$ cat config.mk
export PLATFORM = sky130hd
export DESIGN_NAME = seq_detect_fsm_flat
export DESIGN_NICKNAME = d
export VERILOG_FILES = /design/src/rtl/seq_detect_if.sv /design/src/rtl/seq_detect_fsm.sv /design/src/flat_wrapper.sv
export SDC_FILE = /design/constraint.sdc
export NUM_CORES = 1
export LEC_CHECK = 0
export ABC_AREA = 1
export CAP_MARGIN = 20
export CORE_MARGIN = 2
export CORE_UTILIZATION = 54
export CTS_CLUSTER_SIZE = 30
export DETAILED_ROUTE_END_ITERATION = 12
export MAX_ROUTING_LAYER = met4
export PLACE_DENSITY = 0.88
export REMOVE_ABC_BUFFERS = 1
export SETUP_SLACK_MARGIN = 0.15
export SLEW_MARGIN = 5
export SYNTH_ARGS = -nofsm -noshare
export SYNTH_HDL_FRONTEND = slang
export SYNTH_SLANG_ARGS = --single-unit
$ cat constraint.sdc
create_clock -name clk -period 2.8 [get_ports clk]
set_clock_uncertainty 0.15 [all_clocks]
set_input_delay 0.42 -clock clk [delete_from_list [all_inputs] [get_ports clk]]
set_output_delay 0.42 -clock clk [all_outputs]
set_load 0.02 [all_outputs]
$ cat src/rtl/seq_detect_if.sv
// Configuration, stream and status bundle between the sequence detector and its
// controller. The controller side drives pattern writes, the stream and the
// enables; the detector side returns the stage, status code and match event.
interface seq_detect_if #(
   parameter int DATA_W = 8,
   parameter int DEPTH  = 4,
   parameter int CNT_W  = 8
);
   localparam int AW = $clog2(DEPTH + 1);

   logic              en;
   logic              cfg_we;
   logic [AW-1:0]     cfg_addr;
   logic [DATA_W-1:0] cfg_data;
   logic              cnt_clr;
   logic              in_valid;
   logic [DATA_W-1:0] in_val;
   logic [DATA_W-1:0] out_val;
   logic [AW-1:0]     stage;
   logic              match;
   logic [CNT_W-1:0]  match_cnt;

   modport master (
      output en, cfg_we, cfg_addr, cfg_data, cnt_clr, in_valid, in_val,
      input  out_val, stage, match, match_cnt
   );

   modport slave (
      input  en, cfg_we, cfg_addr, cfg_data, cnt_clr, in_valid, in_val,
      output out_val, stage, match, match_cnt
   );
endinterface

$ cat src/rtl/seq_detect_fsm.sv
// Programmable multi-stage sequence detector. Stages 0..DEPTH-1 track progress
// through a run-time loaded symbol sequence; stage DEPTH (LOCKED) is held while
// the hold symbol keeps arriving. A miss restarts at stage 1 when the symbol
// equals the first pattern symbol. Entry to LOCKED pulses match and bumps a
// saturating counter. The status code is a registered image of the stage.
module seq_detect_fsm #(
   parameter int DATA_W = 8,
   parameter int DEPTH  = 4,
   parameter int CNT_W  = 8
) (
   input logic         clk,
   input logic         rst,
   seq_detect_if.slave bus
);
   localparam int               AW       = $clog2(DEPTH + 1);
   localparam logic [AW-1:0]    LOCKED   = AW'(DEPTH);
   localparam logic [AW-1:0]    PRE_LOCK = AW'(DEPTH - 1);
   localparam logic [CNT_W-1:0] CNT_MAX  = '1;

   logic [AW-1:0]     stage_q, stage_d;
   logic [DATA_W-1:0] out_val_q, out_val_d;
   logic              match_q, match_d;
   logic [CNT_W-1:0]  match_cnt_q, match_cnt_d;
   // Slots 0..DEPTH-1 hold the sequence, slot DEPTH holds the LOCKED hold symbol.
   logic [DATA_W-1:0] pat_q [DEPTH+1];
   logic [DATA_W-1:0] pat_d [DEPTH+1];
   logic              hit;
   logic              restart;

   // Next-state, event, counter, status-code and pattern-write logic.
   always_comb begin
      // NOTE: every signal gets a default first so no path through the block can infer a latch.
      stage_d     = stage_q;
      match_d     = 1'b0;
      match_cnt_d = match_cnt_q;
      pat_d       = pat_q;

      // In LOCKED the current-stage slot is the hold symbol, so one compare covers both cases.
      hit     = bus.in_valid && (bus.in_val == pat_q[stage_q]);
      restart = (bus.in_val == pat_q[0]);

      if (!bus.en) begin
         stage_d = '0;
      end else if (!bus.in_valid) begin
         stage_d = stage_q;
      end else if (hit) begin
         stage_d = (stage_q == LOCKED) ? LOCKED : stage_q + AW'(1);
      end else if (restart) begin
         stage_d = AW'(1);
      end else begin
         stage_d = '0;
      end

      // Only the DEPTH-1 -> DEPTH step counts as an entry; a LOCKED->1 restart with DEPTH=1 does not.
      match_d = (stage_q == PRE_LOCK) && (stage_d == LOCKED);

      if (bus.cnt_clr) begin
         match_cnt_d = '0;
      end else if (match_d && (match_cnt_q != CNT_MAX)) begin
         match_cnt_d = match_cnt_q + CNT_W'(1);
      end

      out_val_d = (stage_q == '0) ? DATA_W'(1) : (DATA_W'(1) | (DATA_W'(1) << stage_q));

      if (bus.cfg_we && (bus.cfg_addr <= LOCKED)) begin
         pat_d[bus.cfg_addr] = bus.cfg_data;
      end
   end

   // State register with synchronous reset of every flop, including the pattern slots.
   always_ff @(posedge clk) begin
      // NOTE: non-blocking assignments so all flops update from pre-edge values, independent of statement order.
      if (rst) begin
         stage_q     <= '0;
         out_val_q   <= '0;
         match_q     <= 1'b0;
         match_cnt_q <= '0;
         // NOTE: the pattern store is cleared on reset on purpose; software reloads it after every reset.
         for (int i = 0; i <= DEPTH; i++) begin
            pat_q[i] <= '0;
         end
      end else begin
         stage_q     <= stage_d;
         out_val_q   <= out_val_d;
         match_q     <= match_d;
         match_cnt_q <= match_cnt_d;
         pat_q       <= pat_d;
      end
   end

   assign bus.stage     = stage_q;
   assign bus.out_val   = out_val_q;
   assign bus.match     = match_q;
   assign bus.match_cnt = match_cnt_q;
endmodule

$ cat src/flat_wrapper.sv
// flat-port wrapper written by rule: the top's interface ports become plain ports
module seq_detect_fsm_flat 
#(
   parameter int DATA_W = 8,
   parameter int DEPTH  = 4,
   parameter int CNT_W  = 8
)
  (clk, rst, bus_en, bus_cfg_we, bus_cfg_addr, bus_cfg_data, bus_cnt_clr, bus_in_valid, bus_in_val, bus_out_val, bus_stage, bus_match, bus_match_cnt);
  seq_detect_if #(.DATA_W(DATA_W), .DEPTH(DEPTH), .CNT_W(CNT_W)) bus_i ();
  input logic clk;
  input logic rst;
  input wire logic [$bits(bus_i.en)-1:0] bus_en;
  input wire logic [$bits(bus_i.cfg_we)-1:0] bus_cfg_we;
  input wire logic [$bits(bus_i.cfg_addr)-1:0] bus_cfg_addr;
  input wire logic [$bits(bus_i.cfg_data)-1:0] bus_cfg_data;
  input wire logic [$bits(bus_i.cnt_clr)-1:0] bus_cnt_clr;
  input wire logic [$bits(bus_i.in_valid)-1:0] bus_in_valid;
  input wire logic [$bits(bus_i.in_val)-1:0] bus_in_val;
  output wire logic [$bits(bus_i.out_val)-1:0] bus_out_val;
  output wire logic [$bits(bus_i.stage)-1:0] bus_stage;
  output wire logic [$bits(bus_i.match)-1:0] bus_match;
  output wire logic [$bits(bus_i.match_cnt)-1:0] bus_match_cnt;
  assign bus_i.en = bus_en;
  assign bus_i.cfg_we = bus_cfg_we;
  assign bus_i.cfg_addr = bus_cfg_addr;
  assign bus_i.cfg_data = bus_cfg_data;
  assign bus_i.cnt_clr = bus_cnt_clr;
  assign bus_i.in_valid = bus_in_valid;
  assign bus_i.in_val = bus_in_val;
  assign bus_out_val = bus_i.out_val;
  assign bus_stage = bus_i.stage;
  assign bus_match = bus_i.match;
  assign bus_match_cnt = bus_i.match_cnt;
  seq_detect_fsm #(.DATA_W(DATA_W), .DEPTH(DEPTH), .CNT_W(CNT_W)) u_core (.clk(clk), .rst(rst), .bus(bus_i));
endmodule
Yosys cells after proc, flatten, opt, wreduce, memory -nomap -nowiden

Index checks and enable logic that the tools add are counted.

Bits of input ports: 25
Logic and storage cells: 44
Output and inout port bits: 20
Register bits after elaboration: 60

Mux-type cells: 11
Reduce and logical (&&, ||, !) cells: 8
Order comparisons: 4
Shifts and indexed selects: 1
Equality and inequality tests: 6
$add $sub $neg: 2
Bitwise gates (word level): 2

Operator list:

| cell                  | count |
|---|---|
| $bwmux W40            | 1 |
| $bmux W8 S3           | 1 |
| $demux W8 S3          | 1 |
| $mux W8               | 3 |
| $eq A8 B8 Y1          | 2 |
| $mux W3               | 4 |
| $add A8 B1 Y8 const B | 1 |
| $ge A4 B4 Y1 const B  | 2 |
| $ne A8 B8 Y1 const B  | 1 |
| $not A3 Y4            | 2 |
| $shl A1 B3 Y8 const A | 1 |
| $eq A3 B3 Y1 const B  | 2 |
| $logic_and A1 B1 Y1   | 5 |
| $lt A4 B1 Y1 const B  | 1 |
| $reduce_or A2 Y1      | 2 |
| $add A3 B1 Y3 const B | 1 |
| $eq A3 B2 Y1 const B  | 1 |
| $le A3 B3 Y1 const B  | 1 |
| $logic_not A3 Y1      | 1 |
| $mux W1               | 1 |

Depth between registers and ports, before layout

Gate-level depths: netlist (run 1).

Depth after elaboration: 12
Mapped depth: 20
Depth with buffers taken out: 18

Least setup slack after synthesis (run 1)

No wires, ideal clock.

Kind: flip-flop to flip-flop
Start: register u_core.stage_q[0], in the netlist u_core.bus.stage[0]
End: register u_core.match_cnt_q[3], in the netlist u_core.bus.match_cnt[3]
Cell stages (with the launch flop): 19
Library setup time: 0.111 ns
Data arrival time: 2.013 ns
Clock period less this slack: 2.274 ns
Setup slack: 0.526 ns
Buffers on the path: 3
Required time: 2.539 ns
Path through: dfxtp_1 -> buf_6 -> inv_6 -> buf_6 -> nand2_2 -> nand3_1 -> nand3_2 -> nand2_2 -> a21oi_2 -> nand2_2 -> nor2_4 -> nand4_1 -> nand2_1 -> inv_2 -> nor2_4 -> buf_6 -> nand4_1 -> nand2_1 -> nor2_1

Longest elaborated chain between the ends: 12
Elaborated cells on any way between the ends: 16
Those cells by class: add/sub (1); eq/ne (4); mux (7); bitwise (1); reduce/logical (3)

Ends and longest elaborated chain:

| element                                    | line                 | RTL |
|---|---|---|
| start: declaration                         | seq_detect_fsm.sv:20 | `logic [AW-1:0] stage_q, stage_d;` |
| start signal: assignment                   | seq_detect_fsm.sv:83 | `stage_q <= stage_d;` |
| $not A3 Y4 (not written as such)           | seq_detect_fsm.sv:39 | `hit = bus.in_valid && (bus.in_val == pat_q[stage_q]);` |
| $bmux W8 S3                                | seq_detect_fsm.sv:39 |  |
| $mux W8 (not written as such) (2 in a row) | seq_detect_fsm.sv:39 |  |
| $eq A8 B8 Y1                               | seq_detect_fsm.sv:39 |  |
| $logic_and A1 B1 Y1                        | seq_detect_fsm.sv:39 |  |
| $mux W3                                    | seq_detect_fsm.sv:46 | `end else if (hit) begin` |
| $mux W3                                    | seq_detect_fsm.sv:44 | `end else if (!bus.in_valid) begin` |
| $mux W3                                    | seq_detect_fsm.sv:42 | `if (!bus.en) begin` |
| $eq A3 B3 Y1                               | seq_detect_fsm.sv:55 | `match_d = (stage_q == PRE_LOCK) && (stage_d == LOCKED);` |
| $logic_and A1 B1 Y1 *                      | seq_detect_fsm.sv:55 |  |
| $logic_and A1 B1 Y1 *                      | seq_detect_fsm.sv:59 | `end else if (match_d && (match_cnt_q != CNT_MAX)) begin` |
| end signal: assignment                     | seq_detect_fsm.sv:86 | `match_cnt_q <= match_cnt_d;` |
| end: declaration                           | seq_detect_fsm.sv:23 | `logic [CNT_W-1:0] match_cnt_q, match_cnt_d;` |

Every way passes the cells marked *; elsewhere a longest branch is shown, timed or not. The select of a mux whose other input is x is not followed.
A chain may end at the register's enable or synchronous reset.

Final worst setup path (run 1)

Start: register u_core.stage_q[2], in the netlist u_core.bus.stage[2]
End: register u_core.match_cnt_q[1], in the netlist u_core.bus.match_cnt[1]

Same word-level chain as after synthesis.

==> summary.md, run 1 <==
| Metric | Value |
|---|---|
| Status | completed |
| Drt initial violations | 154 |
| FP Rows | 27 |
| Synth Cell Area | 3020 sq um |
| TNS Setup | 0 ns |
| Die width | 78.79 microns |
| Data required time of the worst path | 2.89 ns |
| Post-DR wirelength/cell | 12.93 microns |
| Final Hold Fails | 0 |
| Hold crit path type | reg -> reg |
| Worst VDD drop | 345.4 uV |
| Setup slack, reg-to-reg | 0.35 ns |
| RSZ-0062 raised after global routing | no |
| Area of the multi-input gates | 1563 sq um |
| Vias in the first global route | 2768 |
| Seq. cell area | 1210 sq um |
| Drt drc | 0 |
| Worst setup EP type | flip-flop |
| Asr flop ratio synth | 0 |
| Crit share post-route | 0.8743 |
| Overall Global Routing Usage | 0.2547 |
| Post-synth EDFFs | 0 |
| Core area | 5439 sq um |
| Arr. time, crit path | 2.53 ns |
| Crit Path Class | reg -> reg |
| Layout Nets | 530 |
| Clock tree from TritonCTS | built |
| Post-synthesis sequential area ratio | 0.3977 |
| Layout cells sized above 1 | 0.09921 |
| Max-capacitance violation count | 0 |
| Mapped Cells | 442 |
| First-pass GRT wire length | 12.19 mm |
| Avg Vias per Cell | 5.248 |
| Antenna fix cells | 0 |
| Leakage | 1.624 nW |
| Largest net degree at the start of global routing | 44 |
| Num Clock Sinks | 60 |
| Fmax | 408.5 MHz |
| GR Overflow Total | 0 |
| Mapped Avg Cell Area | 6.833 sq um |
| CTS root buf | clkbuf_8 |
| Worst slack at placement | 0.04347 ns |
| Max Buffers Root-to-Sink | 2 |
| CP max FO | 12 |
| Routability cong. | 0.9045 |
| DIE HEIGHT | 78.79 microns |
| Total wire length | 7.450 mm |
| H-tree Lvls | 3 |
| Drt pass-1 iters | 5 |
| Headroom to the max-slew limit | 0.6585 |
| Setup Viol. Count Final | 0 |
| Critical path launch point type | flip-flop |
| Final Util | 0.6878 |
| Fin worst setup slack | 0.3520 ns |
| Distinct cells, synth | 31 |
| Clock transition at path regs | 0.06 ns |
| Slew Limit Fails | 0 |
| Initial antenna violation count | 0 |
| Antenna-violating nets left | 0 |
| Synth Flop Type | dfxtp_1 |
| Post-CTS Hold Fix Bufs | 0 |
| Inserted Clock Buffers | 9 |
| Io pins | 45 |
| Minimum clock period | 2.448 ns |
| Overall power | 1.713 mW |
| Via count | 3023 |
| Later-pin clock latency in the skew report | 0.34 ns |
| Pwr/cell area | 457.9 nW/um^2 |
| Seq cells post-synth | 60 |
| Syn-to-layout area delta | 23.86% |
| Filler cells | 447 |
| Synthesis Warnings | 0 |
| Worst-Margin Slew | 0.5104 ns |
| DP HPWL | 5.168 mm |
| Port-buffer cells | 44 |
| Full die area | 6208 sq um |
| Initial Util | 0.5553 |
[Yosys cell counts, types with 2 or more instances]
cell / instances / area share
clkbuf_1: 4 / 0.0050
nand3_1: 34 / 0.056
o21ai_1: 2 / 0.0033
nand4_1: 12 / 0.025
nor3_1: 2 / 0.0033
ha_1: 6 / 0.025
dfxtp_1: 60 / 0.40
inv_2: 4 / 0.0050
nor2_4: 3 / 0.011
nand2_1: 84 / 0.10
xnor2_1: 5 / 0.014
nor2_1: 108 / 0.13
or2_2: 2 / 0.0041
a21oi_1: 4 / 0.0066
inv_1: 40 / 0.050
xor2_1: 2 / 0.0058
nand2_2: 5 / 0.010
o21ai_0: 41 / 0.068
nand3b_1: 4 / 0.0099
nand3_2: 5 / 0.017
buf_6: 5 / 0.019
[layout by cell type (no fill, tap or decap), drive strengths merged, types with 2 or more instances in the layout]
cell type,netlist,final
a21oi,5,5
buf,7,13
clkbuf,4,14
clkdlybuf4s50,0,44
clkinv,1,3
dfxtp,60,60
ha,6,6
inv,45,45
nand2,89,89
nand3,39,39
nand3b,4,4
nand4,12,12
nor2,111,111
nor3,3,3
o21ai,43,43
or2,2,2
xnor2,5,5
xor2,2,2
[critical path, stage by stage (launching register included)]
cell,delay [ns]
dfxtp_2,0.38
inv_2,0.14
nor3_4,0.17
buf_4,0.18
nand2_1,0.08
nand2_1,0.07
nand2_1,0.05
nand2_1,0.05
inv_1,0.03
nand2_1,0.09
nor2_4,0.05
nand4_1,0.11
nand3b_1,0.18
nor2_4,0.25
buf_4,0.16
nand4_1,0.08
nand2_1,0.08
nor2_1,0.04
[where the power goes]
group          switching, mW  total [mW]  internal [mW]  leakage, nW
combinational         0.0907       0.161         0.0699         1.05
clock                  0.321       0.665          0.344       0.0844
sequential            0.0142       0.888          0.873        0.489
[flip-flops by register name, indices dropped and copies added, names as in the netlist]
name,flops
u_core.bus.match_cnt,8
u_core.bus.match,1
u_core.bus.stage,3
u_core.pat_q,40
u_core.bus.out_val,8
[logic make-up (layout without fill, tap and decap cells)]
kind of cell / after synthesis / count (layout) / synth area share
compound gates: 50 / 50 / 0.08575
xor+xnor: 7 / 7 / 0.02030
fa+ha+maj: 6 / 6 / 0.02485
buf+inv: 57 / 119 / 0.08657
flops: 60 / 60 / 0.3977
simple gates: 262 / 262 / 0.3848
[path summary, 6_finish.rpt]
path / end / from / depth (start not counted)
max reg2reg: u_core.bus.match_cnt[1] / u_core.bus.stage[2] / 17
min: u_core.pat_q[1] / u_core.pat_q[1] / 2
min reg2reg: u_core.pat_q[1] / u_core.pat_q[1] / 2
max: u_core.bus.match_cnt[1] / u_core.bus.stage[2] / 17
[metal layers]
layer / vias up / GRT usage / share of wire
met1: 1357 / 0.2963 / 0.44
met2: 125 / 0.4248 / 0.47
met3: 14 / 0.04318 / 0.069
met4: 0 / 0.1298 / 0.022
met5: - / - / 0
li1: 1527 / - / -
[through the flow]
stage	cell area (sq um)	std cells	hold WS, ns
finish	3741	576	0.3599
global route	3741	576	0.3928
CTS	3691	571	0.3631
detailed placement	3527	555	0.3400
global placement	3527	555	0.3315
floorplan	2937	431	0.3032
[cell type report]
type,instances,share of cell area
well taps,72,0.02408
flip-flops and latches,60,0.3234
clock buffers,14,0.04080
clock inverters,2,0.002676
multi-input cells,325,0.4177
inverters,46,0.04749
repair buffers,57,0.1438
[repair_timing]
action / 4_1_cts / 5_1_grt
buffers inserted: 0 / 5
resized for setup: 1 / 5
endpoints found under the setup margin: 8 / 8
pin swaps: 0 / 2
(Power assumes the default switching activity.)
==> inputs of run 2 (changes only) <==
--- a/config.mk
+++ b/config.mk
@@ -15,6 +15,7 @@
 export PLACE_DENSITY = 0.88
 export REMOVE_ABC_BUFFERS = 1
 export SETUP_SLACK_MARGIN = 0.15
+export SKIP_LAST_GASP = 1
 export SLEW_MARGIN = 5
 export SYNTH_ARGS = -nofsm -noshare
 export SYNTH_HDL_FRONTEND = slang
==> results of run 2 <==
Same layout as run 1: the final DEF is identical, and so are final timing and power.
==> inputs of run 3 (changes only) <==
--- a/config.mk
+++ b/config.mk
@@ -8,11 +8,12 @@
 export ABC_AREA = 1
 export CAP_MARGIN = 20
 export CORE_MARGIN = 2
-export CORE_UTILIZATION = 54
+export CORE_UTILIZATION = 63
 export CTS_CLUSTER_SIZE = 30
 export DETAILED_ROUTE_END_ITERATION = 12
+export DONT_BUFFER_PORTS = 1
 export MAX_ROUTING_LAYER = met4
-export PLACE_DENSITY = 0.88
+export PLACE_DENSITY = 0.87
 export REMOVE_ABC_BUFFERS = 1
 export SETUP_SLACK_MARGIN = 0.15
 export SKIP_LAST_GASP = 1
==> run 3 against run 2 <==
Sequential power about the same. Core utilization up 3.2 points. Register-to-register slack better by 0.08 ns. Critical endpoint is now u_core.bus.match_cnt[0]. Largest cell class unchanged. Largest power group is now the clock network.
==> summary.md, run 3 (synthesis results as in run 1) <==
| Metric | Value |
|---|---|
| Clock transition at path regs | 0.06 ns (about the same) |
| Full die area | 5364 sq um (-14%) |
| DP HPWL | 5.180 mm (+0.22%) |
| Hold path depth | 1 (-1) |
| Commonest non-fill, non-tap cell in the layout | nor2_1 |
| Inserted Clock Buffers | 9 (unchanged) |
| Reg with most FFs | u_core.pat_q |
| First-pass GRT wire length | 11.93 mm (-2.1%) |
| Port-buffer cells | 0 (-100%) |
| Worst-Margin Slew | 0.6494 ns (+0.1391 ns) |
| Minimum clock period | 2.368 ns (-0.07961 ns) |
| RSZ-0062 raised after global routing | no |
| Max Buffers Root-to-Sink | 2 (unchanged) |
| TNS Setup | 0 ns (unchanged) |
| Layout Nets | 486 (-8.3%) |
| Hold Startpoint | rst |
| Num Clock Sinks | 60 (unchanged) |
| Final Util | 0.7203 (+0.03244) |
| Fmax | 422.2 MHz (+3.4%) |
| Status | completed |
| DIE HEIGHT | 73.24 microns (-7.0%) |
| Worst VDD drop | 607.5 uV (+76%) |
| Max-capacitance violation count | 0 (unchanged) |
| FP Rows | 25 (-7.4%) |
| Core area | 4661 sq um (-14%) |
| Overall Global Routing Usage | 0.3008 (+0.04613) |
| Max FFs per register | 40 (unchanged) |
| Largest net degree at the start of global routing | 26 (-41%) |
| Sw frac | 0.2174 (-0.03141) |
| Antenna-violating nets left | 0 (unchanged) |
| Clock tree from TritonCTS | built |
| Headroom to the max-slew limit | 0.5666 (-0.09193) |
| GR Overflow Total | 0 (unchanged) |
| Antenna fix cells | 0 (unchanged) |
| CTS root buf | clkbuf_8 |
| Io pins | 45 (unchanged) |
| Worst r2r dst | u_core.bus.match_cnt[0] |
| R2R cell count | 15 (-2) |
| Critical path launch point type | flip-flop |
| Drt initial violations | 199 (+29%) |
| Most frequent cells in the layout | nor2_1, nand2_1, dfxtp_1, o21ai_0, inv_1 |
| Syn-to-layout area delta | 11.14% |
| Clock share of power | 0.486 (+0.098) |
| Reg-to-reg critical path startpoint | u_core.bus.stage[1] |
| Gate power share | 0.056 (-0.038) |
| Data required time of the worst path | 2.93 ns (+0.04 ns) |
| Initial antenna violation count | 0 (unchanged) |
| P_int | 1.522 mW (+18%) |
| Total wire length | 7.293 mm (-2.1%) |
| Worst setup EP type | flip-flop |
| Slew Limit Fails | 0 (unchanged) |
| Later-pin clock latency in the skew report | 0.34 ns (about the same) |
| Critical path startpoint | u_core.bus.stage[1] |
| Final Hold Fails | 0 (unchanged) |
| Avg Vias per Cell | 5.608 (+6.9%) |
| CP max FO | 12 (unchanged) |
| Leakage | 1.493 nW (-8.1%) |
| Min-Delay Endpoint | u_core.bus.stage[1] |
| Routability cong. | 0.9073 (+0.31%) |
| Vias in the first global route | 2583 (-6.7%) |
| Initial Util | 0.6481 (+0.09273) |
| Drt drc | 0 (unchanged) |
| Post-DR wirelength/cell | 14.22 microns (+9.9%) |
| Layout cells sized above 1 | 0.1111 (+0.01190) |
| Sequential share of power | 0.458 (-0.060) |
| Via count | 2877 (-4.8%) |
| Pwr/cell area | 579.4 nW/um^2 (+27%) |
| Crit share post-route | 0.8458 (-0.02843) |
| Setup slack, reg-to-reg | 0.43 ns (+0.08 ns) |
| Setup Viol. Count Final | 0 (unchanged) |
| NetSw | 0.4228 mW (-0.80%) |
| Hold crit path type | in -> reg |
| Die width | 73.24 microns (-7.0%) |
| Drt pass-1 iters | 5 (unchanged) |
| H-tree Lvls | 3 (unchanged) |
| Arr. time, crit path | 2.50 ns (-0.03 ns) |
| Filler cells | 382 (-15%) |
| Crit Path Class | reg -> reg |
## run 3: area by class of cell
class,count,area [sq um],share of cell area
clock inverter,5,100.1,0.02982
inverter,46,177.7,0.05293
multi-input combinational,325,1558,0.4640
sequential,60,1204,0.3586
tap,54,67.56,0.02013
timing repair buffer,13,112.6,0.03354
clock buffer,10,137.6,0.04100
## run 3: timing repair
action	4_1_cts	5_1_grt
setup buffers	0	1
setup endpoints to repair	0	8
gates resized for setup	0	2
endpoints found under the hold margin	4	0
hold buffers	1	0
## run 3: metal layers
metal,track usage,vias to the layer above,share of wire
li1,-,1439,-
met1,0.3571,1301,0.42
met2,0.4695,123,0.48
met3,0.08425,14,0.080
met4,0.1420,0,0.018
met5,-,-,0
## run 3: how the worst max path moves through the flow
stage | endpoint | slack [ns] | cells after the start
2_1_floorplan | u_core.bus.match_cnt[0] | 0.24 | 17
3_3_place_gp | u_core.bus.match_cnt[2] | 0.38 | 17
3_5_place_dp | u_core.bus.match_cnt[0] | 0.30 | 17
4_1_cts | u_core.bus.match_cnt[2] | 0.29 | 17
5_1_grt | u_core.bus.match_cnt[7] | 0.16 | 17
6_report | u_core.bus.match_cnt[0] | 0.43 | 15
## run 3: worst max-delay path, cell delays in order (launching register included)
cell,delay (ns)
dfxtp_2,0.44
buf_4,0.25
nand3_1,0.11
nand3_1,0.12
nand2_1,0.06
nand2_1,0.05
nand2_1,0.04
nand2_1,0.11
nor2_4,0.05
nand4_1,0.11
nand3b_1,0.14
nor2_4,0.29
nand3_2,0.16
nand2_1,0.09
nand2_1,0.05
nor2_1,0.09
## run 3: metrics by stage
step | power, mW | worst slack, ns | instance area [sq um] | cells | hold slack, ns
final | 1.945 | 0.4316 | 3357 | 513 | 0.01274
after floorplan | 0.9852 | 0.2388 | 2937 | 431 | 0.3032
after CTS | 1.953 | 0.2865 | 3334 | 512 | 0.01015
after global placement | 1.011 | 0.3811 | 3087 | 496 | 0.3284
after global routing | 2.006 | 0.1559 | 3357 | 513 | 0.004921
after detailed placement | 1.015 | 0.3006 | 3087 | 496 | 0.3449
## run 3: power groups by stage
stage          sequential (mW)  combinational (mW)  clock (mW)
3_3_place_gp             0.908               0.103           0
5_1_grt                  0.892               0.125       0.989
2_1_floorplan            0.906              0.0794           0
6_report                 0.891               0.110       0.945
4_1_cts                  0.890               0.109       0.954
3_5_place_dp             0.908               0.106           0
